--- config.mk ---
export PLATFORM = sky130hd
export DESIGN_NAME = reset_sequencer
export DESIGN_NICKNAME = d
export VERILOG_FILES = /design/src/rtl/reset_seq_pkg.sv /design/src/rtl/sync_ff.sv /design/src/rtl/reset_sequencer.sv
export SDC_FILE = /design/constraint.sdc
export NUM_CORES = 1
export LEC_CHECK = 0
export BUFFER_PORTS_ARGS = -buffer_cell sky130_fd_sc_hd__buf_2
export CORE_UTILIZATION = 55
export CTS_BUF_LIST = sky130_fd_sc_hd__clkbuf_16
export DETAILED_ROUTE_END_ITERATION = 6
export GPL_ROUTABILITY_DRIVEN = 0
export PLACE_DENSITY_LB_ADDON = 0.05
export SKIP_LAST_GASP = 1
export SYNTH_ARGS = -nofsm -noshare
export SYNTH_HDL_FRONTEND = slang
export SYNTH_HIERARCHICAL = 1
export SYNTH_SLANG_ARGS = --single-unit
--- constraint.sdc ---
create_clock -name clk25 -period 3.1 [get_ports clk25]
set_input_delay 0 -clock clk25 [delete_from_list [all_inputs] [get_ports clk25]]
set_output_delay 0 -clock clk25 [all_outputs]
set_load 0.01 [all_outputs]
--- src/rtl/reset_seq_pkg.sv ---
// Shared types for the reset sequencer: FSM state encoding and status counter width.
package reset_seq_pkg;

    typedef enum logic [1:0] {
        WAIT_LOCK = 2'd0,
        HOLD      = 2'd1,
        STAGE     = 2'd2,
        RUN       = 2'd3
    } state_t;

    localparam int LOSS_CNT_W = 8;

endpackage

--- src/rtl/sync_ff.sv ---
// Async-reset flop chain for bringing a level signal into the local clock domain.
// Latency STAGES edges; no backpressure.
module sync_ff #(
    parameter int STAGES = 2
) (
    input  logic i_clk,
    input  logic i_rst,
    input  logic i_d,
    output logic o_q
);

    logic [STAGES-1:0] r_sync;

    always_ff @(posedge i_clk or posedge i_rst) begin
        if (i_rst) begin
            r_sync <= '0;
        end else begin
            r_sync <= {r_sync[STAGES-2:0], i_d};
        end
    end

    assign o_q = r_sync[STAGES-1];

endmodule

--- src/rtl/reset_sequencer.sv ---
// Power-on reset sequencer: filters PLL lock, holds resets, then releases domains in order.
// Release of rst_out[0] lands SYNC_STAGES+LOCK_FILTER+HOLD_CYCLES+1 edges after lock; no backpressure.
module reset_sequencer
    import reset_seq_pkg::*;
#(
    parameter int N_OUT       = 3,
    parameter int HOLD_CYCLES = 16,
    parameter int STAGE_GAP   = 8,
    parameter int LOCK_FILTER = 4,
    parameter int SYNC_STAGES = 2
) (
    input  logic                  clk25,
    input  logic                  rst,
    input  logic                  lock,
    input  logic                  sw_rst,
    output logic [N_OUT-1:0]      rst_out,
    output logic                  ready,
    output logic [LOSS_CNT_W-1:0] lock_loss_cnt,
    output logic [1:0]            state
);

    localparam int FW = $clog2(LOCK_FILTER) + 1;
    localparam int HW = $clog2(HOLD_CYCLES) + 1;
    localparam int GW = $clog2(STAGE_GAP) + 1;

    localparam logic [FW-1:0] FILT_MAX  = FW'(LOCK_FILTER);
    localparam logic [HW-1:0] HOLD_LAST = HW'(HOLD_CYCLES - 1);
    localparam logic [GW-1:0] GAP_LAST  = GW'(STAGE_GAP - 1);

    logic                  w_lock_s;
    logic [N_OUT-1:0]      w_shift;
    logic [FW-1:0]         r_filt;
    logic [HW-1:0]         r_hold;
    logic [GW-1:0]         r_gap;
    state_t                r_state;
    logic [N_OUT-1:0]      r_rst_out;
    logic                  r_ready;
    logic [LOSS_CNT_W-1:0] r_loss;

    sync_ff #(
        .STAGES (SYNC_STAGES)
    ) u_lock_sync (
        .i_clk (clk25),
        .i_rst (rst),
        .i_d   (lock),
        .o_q   (w_lock_s)
    );

    // Shifting a zero in from the bottom keeps rst_out thermometer-coded.
    assign w_shift = r_rst_out << 1;

    always_ff @(posedge clk25 or posedge rst) begin
        if (rst) begin
            r_filt <= '0;
        end else if (!w_lock_s) begin
            r_filt <= '0;
        end else if (r_filt != FILT_MAX) begin
            r_filt <= r_filt + 1'b1;
        end
    end

    always_ff @(posedge clk25 or posedge rst) begin
        if (rst) begin
            r_state   <= WAIT_LOCK;
            r_rst_out <= '1;
            r_ready   <= 1'b0;
            r_loss    <= '0;
            r_hold    <= '0;
            r_gap     <= '0;
        end else begin
            case (r_state)
                WAIT_LOCK: begin
                    if (r_filt == FILT_MAX) begin
                        r_state <= HOLD;
                        r_hold  <= '0;
                    end
                end
                HOLD: begin
                    if (!w_lock_s) begin
                        r_state <= WAIT_LOCK;
                    end else if (sw_rst) begin
                        r_hold <= '0;
                    end else if (r_hold == HOLD_LAST) begin
                        r_rst_out <= w_shift;
                        r_gap     <= '0;
                        if (w_shift == '0) begin
                            r_state <= RUN;
                            r_ready <= 1'b1;
                        end else begin
                            r_state <= STAGE;
                        end
                    end else begin
                        r_hold <= r_hold + 1'b1;
                    end
                end
                STAGE, RUN: begin
                    // Lock loss outranks a simultaneous software request.
                    if (!w_lock_s) begin
                        r_state   <= WAIT_LOCK;
                        r_rst_out <= '1;
                        r_ready   <= 1'b0;
                        if (r_loss != '1) begin
                            r_loss <= r_loss + 1'b1;
                        end
                    end else if (sw_rst) begin
                        r_state   <= HOLD;
                        r_hold    <= '0;
                        r_rst_out <= '1;
                        r_ready   <= 1'b0;
                    end else if (r_state == STAGE) begin
                        if (r_gap == GAP_LAST) begin
                            r_gap     <= '0;
                            r_rst_out <= w_shift;
                            if (w_shift == '0) begin
                                r_state <= RUN;
                                r_ready <= 1'b1;
                            end
                        end else begin
                            r_gap <= r_gap + 1'b1;
                        end
                    end
                end
                default: r_state <= WAIT_LOCK;
            endcase
        end
    end

    assign rst_out       = r_rst_out;
    assign ready         = r_ready;
    assign lock_loss_cnt = r_loss;
    assign state         = r_state;

endmodule

==> results of run 1 <==
==> registers in the layout, summed over array words and instances (netlist names) <==
register / count
r_gap: 4
lock_loss_cnt: 8
r_filt: 3
state: 2
r_hold: 5
u_lock_sync/r_sync: 2
ready: 1
rst_out: 3
==> cells by family after synthesis <==
| family | count (synthesis) |
|---|---|
| xor gates and xnor gates | 8 |
| DFF | 28 |
| AOI/OAI and AO/OA | 31 |
| muxes | 6 |
| adders and majority gates | 12 |
| buffers and inverters | 17 |
| and+or+nand+nor | 54 |
==> metrics by stage <==
stage	utilization	worst slack, ns
final	0.696	0.537
after global placement	0.648	0.650
after detailed placement	0.648	0.572
after CTS	0.696	0.545
after floorplan	-	0.661
after global routing	0.696	0.400
==> layout make-up <==
type	instances	area share
Tap cell	30	0.0210
Multi-Input combinational cell	111	0.438
Clock inverter	1	0.0168
Timing Repair Buffer	19	0.0588
Sequential cell	28	0.394
Clock buffer	3	0.0420
Inverter	14	0.0294
==> how the worst max path moves through the flow <==
stage               depth (start not counted)             startpoint  slack [ns]                    end
finish                                      7  r_hold[0]$_DFFE_PP0P_        0.54  r_hold[3]$_DFFE_PP0P_
global route                                7  r_hold[0]$_DFFE_PP0P_        0.40  r_hold[3]$_DFFE_PP0P_
floorplan                                   8  r_hold[0]$_DFFE_PP0P_        0.66  r_hold[3]$_DFFE_PP0P_
detailed placement                          7  r_hold[0]$_DFFE_PP0P_        0.57  r_hold[3]$_DFFE_PP0P_
global placement                            7  r_hold[0]$_DFFE_PP0P_        0.65  r_hold[3]$_DFFE_PP0P_
CTS                                         7  r_hold[0]$_DFFE_PP0P_        0.54  r_hold[3]$_DFFE_PP0P_
==> metal layers <==
metal | part of all wire | GRT usage | vias to the layer above
li1 | - | - | 583
met1 | 0.47 | 0.271 | 581
met2 | 0.49 | 0.351 | 24
met3 | 0.032 | 0.0304 | 5
met4 | 0.014 | 0.0786 | 0
met5 | 0 | 0 | -
==> power breakdown <==
part           internal (mW)  switching (mW)  total (mW)
clock                  0.257           0.122       0.379
sequential             0.445          0.0717       0.517
combinational          0.244           0.288       0.532
==> worst max-delay path: cells and delay by family (launching register included) <==
family,cells,cell delay (ns)
fa+ha+maj,2,0.45
flops,1,0.41
simple gates,4,1.28
compound gates,1,0.36
==> timing repair <==
action / in CTS / in global routing
endpoints found under the hold margin: 3 / 0
hold buffers: 2 / 0
setup endpoints to repair: 0 / 0
buffers inserted: 0 / 0
==> synthesized netlist by cell type (3+ instances only) <==
cell type  instances
ha_1              12
and3_1             3
xnor2_1            6
dfstp_2            3
nand2_1           17
nand3_1            8
o21ai_0           10
nand3b_1           3
mux2_2             3
nor2b_1            3
nor2_1             3
a21oi_1            5
mux2i_1            3
nand2b_1           3
dfrtp_1           25
inv_1             14
a21o_1             3
==> summary.md, run 1 <==
| Metric | Value |
|---|---|
| Status | `completed` |
| Period utilization | `0.827` |
| CTS sink cnt | `28` |
| RSZ-0062 raised after global routing | `false` |
| Drt first pass iters | `5` |
| R2R cell count | `7` |
| Post-synth ARST share | `1.00` |
| Final setup fails | `0` |
| Die Wd | `55.2 um` |
| Total power | `1.43 mW` |
| Post-DP Area | `0.00166 mm^2` |
| Seq. cell area | `704 um^2` |
| Post-Synth Adder-Cell Area | `0.0963` |
| First-pass GRT wire length | `5160 um` |
| Sequential element share of the synthesized area | `0.452` |
| CTS tree | `built` |
| Inst Count DP | `200` |
| CTS Buf Count | `3` |
| Compound-Gate Fraction of Synth Area | `0.132` |
| Post-Syn Nets | `172` |
| Die area | `0.00305 mm^2` |
| Min cycle time layout | `2.56 ns` |
| Crit-path max cell delay | `0.52 ns` |
| Maxcap violations | `0` |
| Share of the synthesized area in the top cell type | `0.401` |
| Total negative slack | `0 ns` |
| Vias per cell | `5.79` |
| DR WL/cell | `14.2 um` |
| Worst slew margin | `0.352` |
| DRC violations left | `0` |
| Leakage | `0.882 nW` |
| Fin area | `0.00179 mm^2` |
| Slowest-stage cell, CP | `or4_1` |
| Cell mode on critical path | `ha_1` |
| DRT antenna net count | `0` |
| Core area | `0.00257 mm^2` |
| Maximum root-to-sink buffer count | `2` |
| H-tree levels | `1` |
| Mapped Cells | `156` |
| Ranking of synthesized cells by area | `dfrtp_1 (40%), ha_1 (9.6%), dfstp_2 (5.1%)` |
| Final wirelength | `2930 um` |
| Distinct cell type count after synthesis | `42` |
| Main flop type after synthesis | `dfrtp_1` |
| Largest family of logic cells by synthesized area | `simple AND/OR/NAND/NOR gates` |
| Crit-path cells | `ha_1 > and3_1 > ha_1 > or4b_1 > a32o_1 > or4_1 > nand3_1` |
| Post-synthesis xor/xnor area fraction | `0.0449` |
| Synth warnings | `6` |
| Fin Clk Skew | `0.00341 ns` |
| Port bufs | `17` |
| Vias | `1193` |
| Fin cells | `206` |
| Synthesized area | `0.00156 mm^2` |
| GRT overflow | `0` |
| Share of layout cells above drive strength 1 | `0.182` |
| Nets | `193` |
| Synth area leader | `dfrtp_1` |
| Reg clk slew, reported paths | `0.07 ns` |
| Clock latency on the worst-skew pair | `0.26 ns` |
| Max VDD drop | `0.498 mV` |
| Pin slew with the least headroom to its limit | `0.970 ns` |
| Worst flop-to-flop path startpoint | `r_hold[0]$_DFFE_PP0P_` |
| Setup crit end kind | `register` |
| Std-Cell Rows | `18` |
| Post-CTS sizing | `0` |
| Antenna violations before repair | `0` |
| Overall Global Routing Usage | `0.208` |
| R2r setup slk | `0.54 ns` |
| PwrDens | `799 mW/mm^2` |
| Synth Area in Simple Gates | `0.188` |
| WS Path Type | `register to register` |
| Area grow syn2layout | `14.7%` |
| Crit path DAT | `2.76 ns` |
| Avg Synthesized Cell Area | `9.99 um^2` |
| Required @ worst endpoint | `3.30 ns` |
| Boundary Pins | `18` |
| Worst Hold Slack | `0.149 ns` |
| Die height | `55.2 um` |
| Post-synth EDFFs | `0` |
| Worst setup SP type | `register` |
| Most common cell after layout, fill and taps aside | `dfrtp_1` |
| Seq cells post-synth | `28` |
| Crit Path Max Fanout | `10` |
| Tightest Hold Check Type | `input port to async pin` |
| Initial core utilization | `0.607` |
| Worst R2R End | `r_hold[3]$_DFFE_PP0P_` |
| Count of pins over their slew limit | `0` |
| Final hold violations | `0` |
| Hpwl dp | `2120 um` |
| Initial DRC Count | `35` |
| FMAX | `390 MHz` |
| Vias in the first global route | `1200` |
| Area occupied by multi-input gates | `783 um^2` |
| Fillers | `206` |
| Ant diodes | `0` |
| Largest net degree at the start of global routing | `27` |
| Multiplexer share of the synthesized area | `0.0409` |
| Leading cell types in the layout, fill and taps excluded | `dfrtp_1 (25), nand2_1 (17), buf_2 (17), inv_1 (14), ha_1 (12)` |
| Clock Tree Root | `clkbuf_16` |
Note: power is estimated with default switching activity, not from simulation.
==> run 2: changes to the inputs <==
--- a/config.mk
+++ b/config.mk
@@ -5,8 +5,9 @@
 export SDC_FILE = /design/constraint.sdc
 export NUM_CORES = 1
 export LEC_CHECK = 0
+export ABC_AREA = 1
 export BUFFER_PORTS_ARGS = -buffer_cell sky130_fd_sc_hd__buf_2
-export CORE_UTILIZATION = 55
+export CORE_UTILIZATION = 53
 export CTS_BUF_LIST = sky130_fd_sc_hd__clkbuf_16
 export DETAILED_ROUTE_END_ITERATION = 6
 export GPL_ROUTABILITY_DRIVEN = 0
==> constraint.sdc (replaced) <==
create_clock -name clk25 -period 2.3 [get_ports clk25]
set_input_delay 0 -clock clk25 [delete_from_list [all_inputs] [get_ports clk25]]
set_output_delay 0 -clock clk25 [all_outputs]
set_load 0.01 [all_outputs]
==> run 2 against run 1 <==
Routed wire length is 12% higher. Worst hold slack worse by 0.091 ns. Via count is 21% higher. Cell count is 39% higher. Synthesized cell count is 42% higher. Critical endpoint is now r_gap[3]$_DFFE_PP0P_.
==> summary.md, run 2 <==
| Metric | Value |
|---|---|
| Hold Path Sink | `r_hold[3]$_DFFE_PP0P_` |
| R2r setup slk | `0.66 ns` |
| Cell with the most instances after synthesis | `nand2_1` |
| Max VDD drop | `0.500 mV` |
| Vias per cell | `5.05` |
| Synth warnings | `6` |
| Post-Syn Nets | `237` |
| Port bufs | `17` |
| Synth area leader | `dfrtp_1` |
| Initial core utilization | `0.568` |
| Combinational share of power | `0.473` |
| CTS sink cnt | `28` |
| Leading cell types in the layout, fill and taps excluded | `nand2_1 (71), dfrtp_1 (25), inv_1 (19), buf_2 (17), nand3_1 (14)` |
| Avg Synthesized Cell Area | `8.05 um^2` |
| Share of the synthesized area in the top cell type | `0.352` |
| Clock latency on the worst-skew pair | `0.26 ns` |
| Net Switching | `923 uW` |
| WS Path Type | `register to register` |
| Buffer count from post-CTS setup fixing | `0` |
| Crit-path max cell delay | `0.41 ns` |
| Vias in the first global route | `1354` |
| Area grow syn2layout | `12.8%` |
| Setup crit end kind | `register` |
| Hpwl dp | `2590 um` |
| Seq. cell area | `704 um^2` |
| Inst Count DP | `281` |
| Vias | `1449` |
| Sequential share of power | `0.347` |
| Total negative slack | `0 ns` |
| Ant diodes | `0` |
| Int Pwr | `1.22 mW` |
| DRC violations left | `0` |
| Post-synth ARST share | `1.00` |
| Distinct cell type count after synthesis | `31` |
| Worst R2R End | `r_gap[3]$_DFFE_PP0P_` |
| Ranking of synthesized cells by area | `dfrtp_1 (35%), nand2_1 (15%), ha_1 (8.4%)` |
| CTS Hold Bufs | `2` |
| Required @ worst endpoint | `2.45 ns` |
| Synth top cells by count | `nand2_1 (71), dfrtp_1 (25), inv_1 (19)` |
| R2R cell count | `11` |
| Mapped Cells | `221` |
| Core area | `0.00313 mm^2` |
| Fin Clk Skew | `0.00309 ns` |
| Sequential element share of the synthesized area | `0.396` |
| Hold Startpoint | `sw_rst` |
| Die height | `59.9 um` |
| Die area | `0.00359 mm^2` |
| PwrDens | `1070 mW/mm^2` |
| Synthesized area | `0.00178 mm^2` |
| CTS tree | `built` |
| Drt first pass iters | `4` |
| Tightest Hold Check Type | `input port to register` |
| Count of pins over their slew limit | `0` |
| Status | `completed` |
| Crit Path Max Fanout | `5` |
| Pin slew with the least headroom to its limit | `0.969 ns` |
| Worst flop-to-flop path startpoint | `r_hold[0]$_DFFE_PP0P_` |
| Worst slew margin | `0.353` |
| Leakage | `1.03 nW` |
| Nets | `260` |
| Boundary Pins | `18` |
| Hold depth | `4` |
| Area occupied by multi-input gates | `957 um^2` |
| Final hold violations | `0` |
| Min cycle time layout | `1.64 ns` |
| H-tree levels | `1` |
| FMAX | `608 MHz` |
| Worst setup SP type | `register` |
| Slowest-stage cell, CP | `dfrtp_1` |
| Maximum root-to-sink buffer count | `2` |
| Post-synth EDFFs | `0` |
| RSZ-0062 raised after global routing | `false` |
| Std-Cell Rows | `20` |
| Overall Global Routing Usage | `0.215` |
| First-pass GRT wire length | `5710 um` |
| Post-CTS sizing | `0` |
| Share of layout cells above drive strength 1 | `0.235` |
| Final setup fails | `0` |
| Fin cells | `287` |
| Reg clk slew, reported paths | `0.06 ns` |
| Most common cell after layout, fill and taps aside | `nand2_1` |
| Crit-path cells | `ha_1 > nand2_1 > nor2_1 > ha_1 > nand2_4 > nand2_2 > nand2_2 > nor2_4 > inv_2 > nand2_1 > o21ai_2` |
| Clock Tree Root | `clkbuf_16` |
| Antenna violations before repair | `0` |
| Initial DRC Count | `83` |
| Fillers | `295` |
| Max reg flops | `8` |
| Die Wd | `59.9 um` |
| Maxcap violations | `0` |
| Seq cells post-synth | `28` |
| Clock share of power | `0.180` |
| Final wirelength | `3290 um` |
| DRT antenna net count | `0` |
| Worst Hold Slack | `0.0582 ns` |
| CTS Buf Count | `3` |
| Period utilization | `0.715` |
| Main flop type after synthesis | `dfrtp_1` |
| Crit path DAT | `1.79 ns` |
| Sw frac | `0.430` |
| DR WL/cell | `11.4 um` |
| Largest net degree at the start of global routing | `27` |
| GRT overflow | `0` |
==> run 2: cell types whose count changed after synthesis, moves of 4 or more <==
cell / change
nand2_1: +54
nand2_2: +9
nor2_1: +7
nand3_1: +6
inv_1: +5
inv_2: +4
nor2_2: +4
nor2_4: +4
o21ai_1: +4
==> run 2: worst max path at each step <==
stage | startpoint | end | slack, ns | cells past startpoint
final | r_hold[0]$_DFFE_PP0P_ | r_gap[3]$_DFFE_PP0P_ | 0.66 | 11
after global routing | r_hold[0]$_DFFE_PP0P_ | state[0]$_DFFE_PP0P_ | 0.50 | 11
after CTS | r_hold[0]$_DFFE_PP0P_ | r_gap[3]$_DFFE_PP0P_ | 0.66 | 11
after detailed placement | r_hold[0]$_DFFE_PP0P_ | r_gap[3]$_DFFE_PP0P_ | 0.67 | 11
after global placement | state[0]$_DFFE_PP0P_ | r_hold[3]$_DFFE_PP0P_ | 0.75 | 10
after floorplan | state[0]$_DFFE_PP0P_ | r_hold[1]$_DFFE_PP0P_ | 0.81 | 10
==> run 2: metrics by stage <==
stage	total power, mW	setup WS [ns]	utilization	cell area (um^2)
finish	2.15	0.657	0.641	2010
floorplan	1.52	0.809	-	1780
detailed placement	1.77	0.667	0.610	1910
CTS	2.16	0.657	0.641	2010
global placement	1.72	0.750	0.610	1910
global route	2.33	0.500	0.641	2010
==> run 2: layout make-up <==
class                           count  area share
Clock inverter                      1     0.00187
Clock buffer                        3      0.0374
Inverter                           26      0.0524
Sequential cell                    28       0.351
Timing Repair Buffer               19      0.0524
Tap cell                           44      0.0274
Multi-Input combinational cell    166       0.477
==> run 2: routing by layer <==
layer | wire length, um | track usage
met5 | 0 | 0
met4 | 48 | 0.0897
met3 | 73 | 0.0411
met2 | 1660 | 0.389
met1 | 1510 | 0.246
==> run 2: kinds of logic after synthesis <==
group | count (synthesis) | share of synthesized area
AND/OR/NAND/NOR | 129 | 0.362
adder cells (fa/ha/maj) | 12 | 0.0844
buffers and inverters | 27 | 0.0654
XOR/XNOR | 5 | 0.0246
flip-flops | 28 | 0.396
AO/OA/AOI/OAI | 20 | 0.0676
==> run 2: worst max-delay path: cells and delay by family, from the launching register on <==
kind	cells	cell delay, ns
buf+inv	1	0.08
compound gates	1	0.05
fa+ha+maj	2	0.39
simple gates	7	0.62
flops	1	0.41
==> run 2: power groups by stage <==
stage	Clock (mW)	Combinational, mW	Sequential [mW]
after floorplan	0	0.760	0.760
after global placement	0	0.979	0.737
after detailed placement	0	1.02	0.750
after CTS	0.399	1.02	0.742
after global routing	0.419	1.15	0.760
final	0.387	1.01	0.744
